[src/rtl/vx_dp_ram_if.sv]
// Bus bundle for vx_dp_ram: write/read ports, entry release, free-entry tracking.
// The release strobe is rel because release is a reserved word.
interface vx_dp_ram_if #(
    parameter int DATAW   = 1,
    parameter int SIZE    = 1,
    parameter int BYTEENW = 1,
    parameter int ADDRW   = (SIZE > 1) ? $clog2(SIZE) : 1
);
    logic [ADDRW-1:0]   waddr;
    logic               wren;
    logic [BYTEENW-1:0] byteen;
    logic [DATAW-1:0]   din;
    logic [ADDRW-1:0]   raddr;
    logic               rden;
    logic [DATAW-1:0]   dout;
    logic               rel;
    logic [ADDRW-1:0]   release_addr;
    logic [ADDRW-1:0]   free_index;
    logic [SIZE-1:0]    free_onehot;
    logic               free_valid;
    logic               full;

    modport master (
        output waddr, wren, byteen, din, raddr, rden, rel, release_addr,
        input  dout, free_index, free_onehot, free_valid, full
    );

    modport slave (
        input  waddr, wren, byteen, din, raddr, rden, rel, release_addr,
        output dout, free_index, free_onehot, free_valid, full
    );
endinterface

[src/rtl/vx_dp_ram.sv]
// Dual-port RAM with per-lane write enables and an occupancy tracker that
// reports the lowest-numbered free entry.
module vx_dp_ram #(
    parameter int DATAW   = 1,
    parameter int SIZE    = 1,
    parameter int BYTEENW = 1,
    parameter int RWCHECK = 1,
    parameter int FASTRAM = 1,
    parameter int ADDRW   = (SIZE > 1) ? $clog2(SIZE) : 1
) (
    input  logic       clk,
    input  logic       reset,
    vx_dp_ram_if.slave bus
);
    localparam int LANEW = DATAW / BYTEENW;
    localparam logic [ADDRW:0] SIZE_W = (ADDRW+1)'(SIZE);

    logic [DATAW-1:0] r_mem [SIZE];
    logic [SIZE-1:0]  r_occ;

    logic             w_wr_ok;
    logic             w_rel_ok;
    logic             w_rd_ok;
    logic             w_bypass;
    logic [DATAW-1:0] w_mem_rd;
    logic [DATAW-1:0] w_rd_data;
    logic [ADDRW-1:0] w_free_idx;
    logic [SIZE-1:0]  w_free_oh;

    // Addresses past SIZE exist only when SIZE is not a power of two; drop them.
    assign w_wr_ok  = bus.wren && ({1'b0, bus.waddr} < SIZE_W);
    assign w_rel_ok = bus.rel  && ({1'b0, bus.release_addr} < SIZE_W);
    assign w_rd_ok  = {1'b0, bus.raddr} < SIZE_W;

    // Data array carries no reset; occupancy alone defines what is valid.
    always_ff @(posedge clk) begin
        if (w_wr_ok) begin
            for (int i = 0; i < BYTEENW; i++) begin
                if (bus.byteen[i])
                    r_mem[bus.waddr][i*LANEW +: LANEW] <= bus.din[i*LANEW +: LANEW];
            end
        end
    end

    // Write is ordered after release so a same-address collision stays occupied.
    always_ff @(posedge clk or negedge reset) begin
        if (!reset) begin
            r_occ <= '0;
        end else begin
            if (w_rel_ok) r_occ[bus.release_addr] <= 1'b0;
            if (w_wr_ok)  r_occ[bus.waddr]        <= 1'b1;
        end
    end

    assign w_mem_rd = w_rd_ok ? r_mem[bus.raddr] : '0;
    assign w_bypass = (RWCHECK != 0) && w_wr_ok && w_rd_ok && (bus.raddr == bus.waddr);

    always_comb begin
        w_rd_data = w_mem_rd;
        for (int i = 0; i < BYTEENW; i++) begin
            if (w_bypass && bus.byteen[i])
                w_rd_data[i*LANEW +: LANEW] = bus.din[i*LANEW +: LANEW];
        end
    end

    if (FASTRAM != 0) begin : g_fast
        assign bus.dout = w_rd_data;
    end else begin : g_slow
        logic [DATAW-1:0] r_dout;
        always_ff @(posedge clk or negedge reset) begin
            if (!reset)        r_dout <= '0;
            else if (bus.rden) r_dout <= w_rd_data;
        end
        assign bus.dout = r_dout;
    end

    // Scan high to low so the lowest free entry is the last one written.
    always_comb begin
        w_free_idx = '0;
        w_free_oh  = '0;
        for (int i = SIZE-1; i >= 0; i--) begin
            if (!r_occ[i]) begin
                w_free_idx = ADDRW'(i);
                w_free_oh  = SIZE'(1) << i;
            end
        end
    end

    assign bus.free_index  = w_free_idx;
    assign bus.free_onehot = w_free_oh;
    assign bus.free_valid  = ~&r_occ;
    assign bus.full        = &r_occ;
endmodule

[src/flat_wrapper.sv]
// flat-port wrapper written by rule: the top's interface ports become plain ports
module vx_dp_ram_flat 
#(
    parameter int DATAW   = 1,
    parameter int SIZE    = 1,
    parameter int BYTEENW = 1,
    parameter int RWCHECK = 1,
    parameter int FASTRAM = 1,
    parameter int ADDRW   = (SIZE > 1) ? $clog2(SIZE) : 1
)
  (clk, reset, bus_waddr, bus_wren, bus_byteen, bus_din, bus_raddr, bus_rden, bus_rel, bus_release_addr, bus_dout, bus_free_index, bus_free_onehot, bus_free_valid, bus_full);
  vx_dp_ram_if #(.DATAW(DATAW), .SIZE(SIZE), .BYTEENW(BYTEENW), .ADDRW(ADDRW)) bus_i ();
  input  logic clk;
  input  logic reset;
  input wire logic [$bits(bus_i.waddr)-1:0] bus_waddr;
  input wire logic [$bits(bus_i.wren)-1:0] bus_wren;
  input wire logic [$bits(bus_i.byteen)-1:0] bus_byteen;
  input wire logic [$bits(bus_i.din)-1:0] bus_din;
  input wire logic [$bits(bus_i.raddr)-1:0] bus_raddr;
  input wire logic [$bits(bus_i.rden)-1:0] bus_rden;
  input wire logic [$bits(bus_i.rel)-1:0] bus_rel;
  input wire logic [$bits(bus_i.release_addr)-1:0] bus_release_addr;
  output wire logic [$bits(bus_i.dout)-1:0] bus_dout;
  output wire logic [$bits(bus_i.free_index)-1:0] bus_free_index;
  output wire logic [$bits(bus_i.free_onehot)-1:0] bus_free_onehot;
  output wire logic [$bits(bus_i.free_valid)-1:0] bus_free_valid;
  output wire logic [$bits(bus_i.full)-1:0] bus_full;
  assign bus_i.waddr = bus_waddr;
  assign bus_i.wren = bus_wren;
  assign bus_i.byteen = bus_byteen;
  assign bus_i.din = bus_din;
  assign bus_i.raddr = bus_raddr;
  assign bus_i.rden = bus_rden;
  assign bus_i.rel = bus_rel;
  assign bus_i.release_addr = bus_release_addr;
  assign bus_dout = bus_i.dout;
  assign bus_free_index = bus_i.free_index;
  assign bus_free_onehot = bus_i.free_onehot;
  assign bus_free_valid = bus_i.free_valid;
  assign bus_full = bus_i.full;
  vx_dp_ram #(.DATAW(DATAW), .SIZE(SIZE), .BYTEENW(BYTEENW), .RWCHECK(RWCHECK), .FASTRAM(FASTRAM), .ADDRW(ADDRW)) u_core (.clk(clk), .reset(reset), .bus(bus_i));
endmodule
[config.mk]
export PLATFORM = sky130hd
export DESIGN_NAME = vx_dp_ram_flat
export DESIGN_NICKNAME = d
export VERILOG_FILES = /design/src/rtl/vx_dp_ram_if.sv /design/src/rtl/vx_dp_ram.sv /design/src/flat_wrapper.sv
export SDC_FILE = /design/constraint.sdc
export NUM_CORES = 1
export LEC_CHECK = 0
export ABC_AREA = 1
export BUFFER_PORTS_ARGS = -buffer_cell sky130_fd_sc_hd__buf_4
export CAP_MARGIN = 20
export CELL_PAD_IN_SITES_DETAIL_PLACEMENT = 0
export CELL_PAD_IN_SITES_GLOBAL_PLACEMENT = 1
export CORE_AREA = 10 10 47 49
export DETAILED_ROUTE_END_ITERATION = 7
export DIE_AREA = 0 0 57 59
export HOLD_SLACK_MARGIN = 0.08
export PLACE_DENSITY = 0.46
export SLEW_MARGIN = 25
export SYNTH_ARGS = -nofsm -noshare
export SYNTH_HDL_FRONTEND = slang
export SYNTH_SLANG_ARGS = --single-unit
[constraint.sdc]
create_clock -name clk -period 0.8 [get_ports clk]
set_clock_uncertainty 0.05 [all_clocks]
set_input_delay 0 -clock clk [delete_from_list [all_inputs] [get_ports clk]]
set_output_delay 0 -clock clk [all_outputs]
set_load 0.05 [all_outputs]
==> results of run 1 <==
## final cells by class
cell class                      count  area (µm²)
Fill cell                         166        1060
Timing Repair Buffer               15         146
Sequential cell                     2        56.3
Multi-Input combinational cell     10        53.8
Inverter                            8        33.8
Clock buffer                        4        26.3
Tap cell                           16        20.0
## power by group
part	total, mW	switching, mW	internal (mW)
Combinational	0.226	0.129	0.0965
Clock	0.250	0.0642	0.186
Sequential	0.128	0.00896	0.119
Total	0.603	0.202	0.401
## Yosys cell counts
library cell and count:
conb_1 1, dfrtp_1 1, buf_4 2, nor2_1 1
nor2_2 2, nand2_1 3, edfxtp_1 1, inv_1 8
nand4_1 2, o21ai_0 1
## worst min-delay path by stage
stage	startpoint	endpoint	slack [ns]	cells past startpoint
floorplan	reset	u_core.bus.full$_DFF_PN0_	-0.35	0
global placement	reset	u_core.bus.full$_DFF_PN0_	-0.27	1
detailed placement	reset	u_core.bus.full$_DFF_PN0_	-0.27	1
CTS	bus_release_addr	u_core.bus.full$_DFF_PN0_	-0.03	3
global route	bus_release_addr	u_core.bus.full$_DFF_PN0_	-0.02	3
finish	bus_release_addr	u_core.bus.full$_DFF_PN0_	-0.03	3
## metal layers
layer | routed length (µm) | up-vias | GRT usage [%]
met5 | 0 | - | 0
met4 | 10 | 0 | 3.02
met3 | 84 | 2 | 4.94
met2 | 169 | 15 | 3.57
met1 | 242 | 83 | 2.86
li1 | - | 94 | -
## sequential cells by signal (all words and copies together), names as in the netlist
register,count
u_core.bus.full,1
u_core.r_mem,1
## cell families (layout without fill, tap and decap cells)
| group | count (synthesis) | after routing | synth area share [%] |
|---|---|---|---|
| AOI/OAI and AO/OA | 1 | 1 | 3.36 |
| buffers and inverters | 10 | 27 | 30.2 |
| and+or+nand+nor | 8 | 8 | 26.9 |
| other | 1 | 1 | 2.52 |
| DFF | 2 | 2 | 37.0 |
## worst max-delay path, delay by kind of cell (launching register included)
kind | cells | cell delay (ns)
flip-flops | 1 | 0.35
AND/OR/NAND/NOR | 3 | 0.15
buffers and inverters | 2 | 0.23
## stage by stage
step	power [mW]	hold slack [ns]	setup slack [ns]	setup TNS (ns)
after floorplan	0.256	-0.346	-0.363	-0.521
after global placement	0.310	-0.274	0.0275	0
after detailed placement	0.313	-0.273	0.0310	0
after CTS	0.616	-0.0339	-0.190	-0.578
after global routing	0.645	-0.0158	-0.249	-0.714
final	0.603	-0.0312	-0.199	-0.545
## timing repair
action,4_1_cts,5_1_grt
pin swaps,1,0
buffers inserted,0,0
resized for setup,7,1
hold endpoints to repair,3,1
setup endpoints to repair,4,4
cloned,0,0
==> summary.md, run 1 <==
| Metric | Value |
|---|---|
| GP Congestion | 0.694 |
| Slew Viols, Final | 0 |
| # H-tree levels | 1 |
| Placed cells | 48 |
| Chip Width | 57 µm |
| Clock tree buffer depth | 2 |
| DRT Wirelength | 507 µm |
| Post-synth top area cell | edfxtp_1 |
| Setup crit end kind | primary output |
| Worst reg2reg path depth | 2 |
| DR vias/cell | 3.53 |
| Final non-filler cell total | 55 |
| Worst EP arrival | 0.95 ns |
| Seq/Total Area, Yosys | 37.0% |
| Power Density | 1790 nW/µm² |
| Num ports | 15 |
| CP peak stage delay | 0.35 ns |
| Antenna viol nets, final | 0 |
| R2R Path End | u_core.bus.full$_DFF_PN0_ |
| Peak VDD IR | 0.00121 V |
| Avg Inst Size Synth | 6.77 µm² |
| Hold buffers post-CTS | 3 |
| Total clock buffers created by CTS | 3 |
| Period utilization | 125% |
| Worst Hold Class | input pin to flop |
| Crit. Startpoint | u_core.r_mem[0]$_DFFE_PP_ |
| CP cell instances | inv_1, nor2_2, nand2_1, nand2_2, buf_8 |
| Area contributors post-synth | edfxtp_1, inv_1, dfrtp_1 |
| PortBufs | 12 |
| Pin count of the biggest net entering global routing | 4 |
| Synth top area share | 20.2% |
| Avg WL per Cell | 9.22 µm |
| Final Hold Fails | 1 |
| End of the critical path | bus_dout |
| Min Tclk post-route | 0.999 ns |
| Setup WS post-layout | -0.199 ns |
| Via count | 194 |
| Total global routing overflow | 0 |
| Area of the die | 3360 µm² |
| Dpl cell area | 251 µm² |
| Final setup vio count | 4 |
| Outcome | finished with violations |
| Crit Path Category | flop to primary output |
| Post-route cell area | 337 µm² |
| Die Y-Extent | 59 µm |
| Initial antenna violation count | 0 |
| Post-Synthesis Cells | 22 |
| Worst path required time | 0.75 ns |
| R2R Setup Slk | 0.06 ns |
| Commonest non-fill, non-tap cell in the layout | buf_4 |
| R2r startpoint | u_core.bus.full$_DFF_PN0_ |
| 1st-iter DRT viols | 7 |
| Unrepaired setup endpoints after global routing | yes |
| Clock root buffer | clkbuf_4 |
| Number of cell rows | 14 |
| Syn Nets | 32 |
| Drt first pass iters | 2 |
| Worst-path clk slew | 0.03 ns |
| Vias in the first global route | 199 |
| Most frequent cells in the layout | buf_4, inv_1 |
| Starting Density | 10.6% |
| Clock Latency Late Sink | 0.22 ns |
| CP Max Fanout | 1 |
| Share of layout cells above drive strength 1 | 53.8% |
| Synthesized area | 149 µm² |
| Failing checks | hold timing, setup timing |
| DR DRC count | 0 |
| Final core utilization | 24.0% |
| Maximum clock frequency | 1000 MHz |
| CTS tree | built |
| N_diodes | 0 |
| Nets | 50 |
| Layout area overhead | 126% |
| Synthesized flop and latch total | 2 |
| Max-Cap Viols | 0 |
| CP max-delay cell | edfxtp_1 |
| Clk sinks | 2 |
| HPWL after detailed placement | 419 µm |
| Synth warnings | 0 |
| Leak Pwr | 0.171 nW |
| Worst hold slack | -0.0312 ns |
| Yosys cell types | 10 |
| Total Routing Usage GR | 3.42% |
| Worst setup SP type | flop |
| First-pass GRT wire length | 786 µm |
| Core ar. | 1400 µm² |
Power figures use the tool's default switching activity.
==> run 2: changes to the inputs <==
- CTS_BUF_LIST: unset -> sky130_fd_sc_hd__clkbuf_8 sky130_fd_sc_hd__clkbuf_16
- MAX_ROUTING_LAYER: unset -> met4
==> summary.md, run 2 (synthesis gave the netlist of run 1 again) <==
| Metric | Value |
|---|---|
| Outcome | finished with violations (unchanged) |
| Failing checks | hold timing, setup timing (unchanged) |
| Final non-filler cell total | 54 (was 55) |
| Maximum clock frequency | 1020 MHz (was 1000 MHz) |
| Worst path required time | 0.75 ns (about the same) |
| Area of the die | 3360 µm² (unchanged) |
| Total clock buffers created by CTS | 3 (unchanged) |
| First-pass GRT wire length | 807 µm (was 786 µm) |
| Worst setup SP type | flop (unchanged) |
| Avg WL per Cell | 9.31 µm (was 9.22 µm) |
| Antenna viol nets, final | 0 (unchanged) |
| HPWL after detailed placement | 419 µm (unchanged) |
| Unrepaired setup endpoints after global routing | yes (unchanged) |
| Setup repair bufs after CTS | 0 (unchanged) |
| CP peak stage delay | 0.35 ns (about the same) |
| Min Tclk post-route | 0.979 ns (was 0.999 ns) |
| Core ar. | 1400 µm² (unchanged) |
| DRT Wirelength | 503 µm (was 507 µm) |
| Setup TNS | -0.481 ns (was -0.545 ns) |
| 1st-iter DRT viols | 0 (was 7) |
| Post-route cell area | 345 µm² (was 337 µm²) |
| Via count | 189 (was 194) |
| Placed cells | 48 (unchanged) |
| Most frequent cells in the layout | inv_1, buf_4, nor2_2, clkbuf_8, buf_8 (was buf_4, inv_1) |
| Leak Pwr | 0.179 nW (was 0.171 nW) |
| Slew Viols, Final | 0 (unchanged) |
| Peak VDD IR | 0.00170 V (was 0.00121 V) |
| DR DRC count | 0 (unchanged) |
| Worst Hold Class | input pin to flop (unchanged) |
| Crit. Startpoint | u_core.r_mem[0]$_DFFE_PP_ (unchanged) |
| N_diodes | 0 (unchanged) |
| Chip Width | 57 µm (unchanged) |
| Worst-path clk slew | 0.03 ns (about the same) |
| Dpl cell area | 251 µm² (unchanged) |
| Number of cell rows | 14 (unchanged) |
| Power Density | 2190 nW/µm² (was 1790 nW/µm²) |
| Clock Latency Late Sink | 0.21 ns (was 0.22 ns) |
| Final setup vio count | 4 (unchanged) |
| CP max-delay cell | edfxtp_1 (unchanged) |
| Worst path buffer plus inverter count | 2 (unchanged) |
| Crit Path Category | flop to primary output (unchanged) |
| Max-Cap Viols | 0 (unchanged) |
| Pin count of the biggest net entering global routing | 4 (unchanged) |
| Clock root buffer | clkbuf_8 (was clkbuf_4) |
| Hold buffers post-CTS | 2 (was 3) |
| CTS tree | built (unchanged) |
| Worst EP arrival | 0.93 ns (was 0.95 ns) |
| Total Routing Usage GR | 3.60% (was 3.42%) |
| CP cell instances | inv_1, nor2_2, nand2_1, nand2_2, buf_8 (unchanged) |
| Layout area overhead | 132% (was 126%) |
| Starting Density | 10.6% (unchanged) |
| Worst hold slack | -0.0157 ns (was -0.0312 ns) |
| Setup WS post-layout | -0.179 ns (was -0.199 ns) |
| Vias in the first global route | 200 (was 199) |
| Final Hold Fails | 1 (unchanged) |
| PortBufs | 12 (unchanged) |
| Num ports | 15 (unchanged) |
| Total global routing overflow | 0 (unchanged) |
| Nets | 49 (was 50) |
| Share of layout cells above drive strength 1 | 55.3% (was 53.8%) |
| DR vias/cell | 3.50 (was 3.53) |
| Initial antenna violation count | 0 (unchanged) |
| Die Y-Extent | 59 µm (unchanged) |
| Clock tree buffer depth | 2 (unchanged) |
| Period utilization | 122% (was 125%) |
| Hold_sp | bus_release_addr (unchanged) |
| GP Congestion | 0.701 (was 0.694) |
| CP Max Fanout | 1 (unchanged) |
| Delay-heaviest family, CP | flip-flops (unchanged) |
| Setup crit end kind | primary output (unchanged) |
| Drt first pass iters | 1 (was 2) |
| Clk sinks | 2 (unchanged) |
| # H-tree levels | 1 (unchanged) |
| R2r startpoint | u_core.bus.full$_DFF_PN0_ (unchanged) |
==> run 2: cell types whose count changed in the layout (fill, tap and decap cells not counted), sizes merged <==
| cell | before | now |
|---|---|---|
| clkbuf | 4 | 3 |
| dlygate4sd3 | 3 | 2 |
| inv | 7 | 8 |
==> run 2: path summary, 6_finish.rpt <==
check,cells after the start,slack (ns),to
worst max-delay path,5,-0.18,bus_dout
worst min-delay path,3,-0.02,u_core.bus.full$_DFF_PN0_
worst max register to register,2,0.06,u_core.bus.full$_DFF_PN0_
worst min register to register,2,0.53,u_core.bus.full$_DFF_PN0_
max in group asynchronous,2,0.55,u_core.bus.full$_DFF_PN0_
min in group asynchronous,2,0.06,u_core.bus.full$_DFF_PN0_
==> run 2: power breakdown <==
group / internal [mW] / total, mW / switching [mW]
registers: 0.119 / 0.128 / 0.00897
logic: 0.0934 / 0.222 / 0.129
clock network: 0.325 / 0.408 / 0.0832
total: 0.537 / 0.758 / 0.221
==> run 2: final cells by class <==
class                   count  area [µm²]
inverters                   8        33.8
well taps                  16        20.0
clock inverters             1        3.75
clock buffers               3        41.3
flip-flops and latches      2        56.3
multi-input cells          10        53.8
repair buffers             14         136
fillers                   161        1060
==> run 2: worst reg2reg max path, stage by stage, from the launching register on <==
cell,delay (ns)
dfrtp_2,0.42
o21ai_0,0.09
nand2_1,0.06
==> run 2: per-stage QoR <==
stage	power [mW]	utilization [%]	setup WS, ns
5_1_grt	0.806	24.6	-0.224
3_5_place_dp	0.313	17.9	0.0310
6_report	0.758	24.6	-0.179
4_1_cts	0.769	24.5	-0.168
2_1_floorplan	0.256	-	-0.363
3_3_place_gp	0.310	17.9	0.0275
==> run 2: timing repair <==
item / CTS / global route
resized for setup: 7 / 1
endpoints found under the hold margin: 3 / 2
endpoints found under the setup margin: 4 / 4
pin swaps: 1 / 0
==> run 2: per-layer routing <==
layer | up-vias | part of all wire (%) | global-route usage, %
li1 | 91 | - | -
met1 | 79 | 50 | 3.21
met2 | 17 | 32 | 3.57
met3 | 2 | 15 | 4.72
met4 | 0 | 2.0 | 3.02
met5 | - | 0 | -
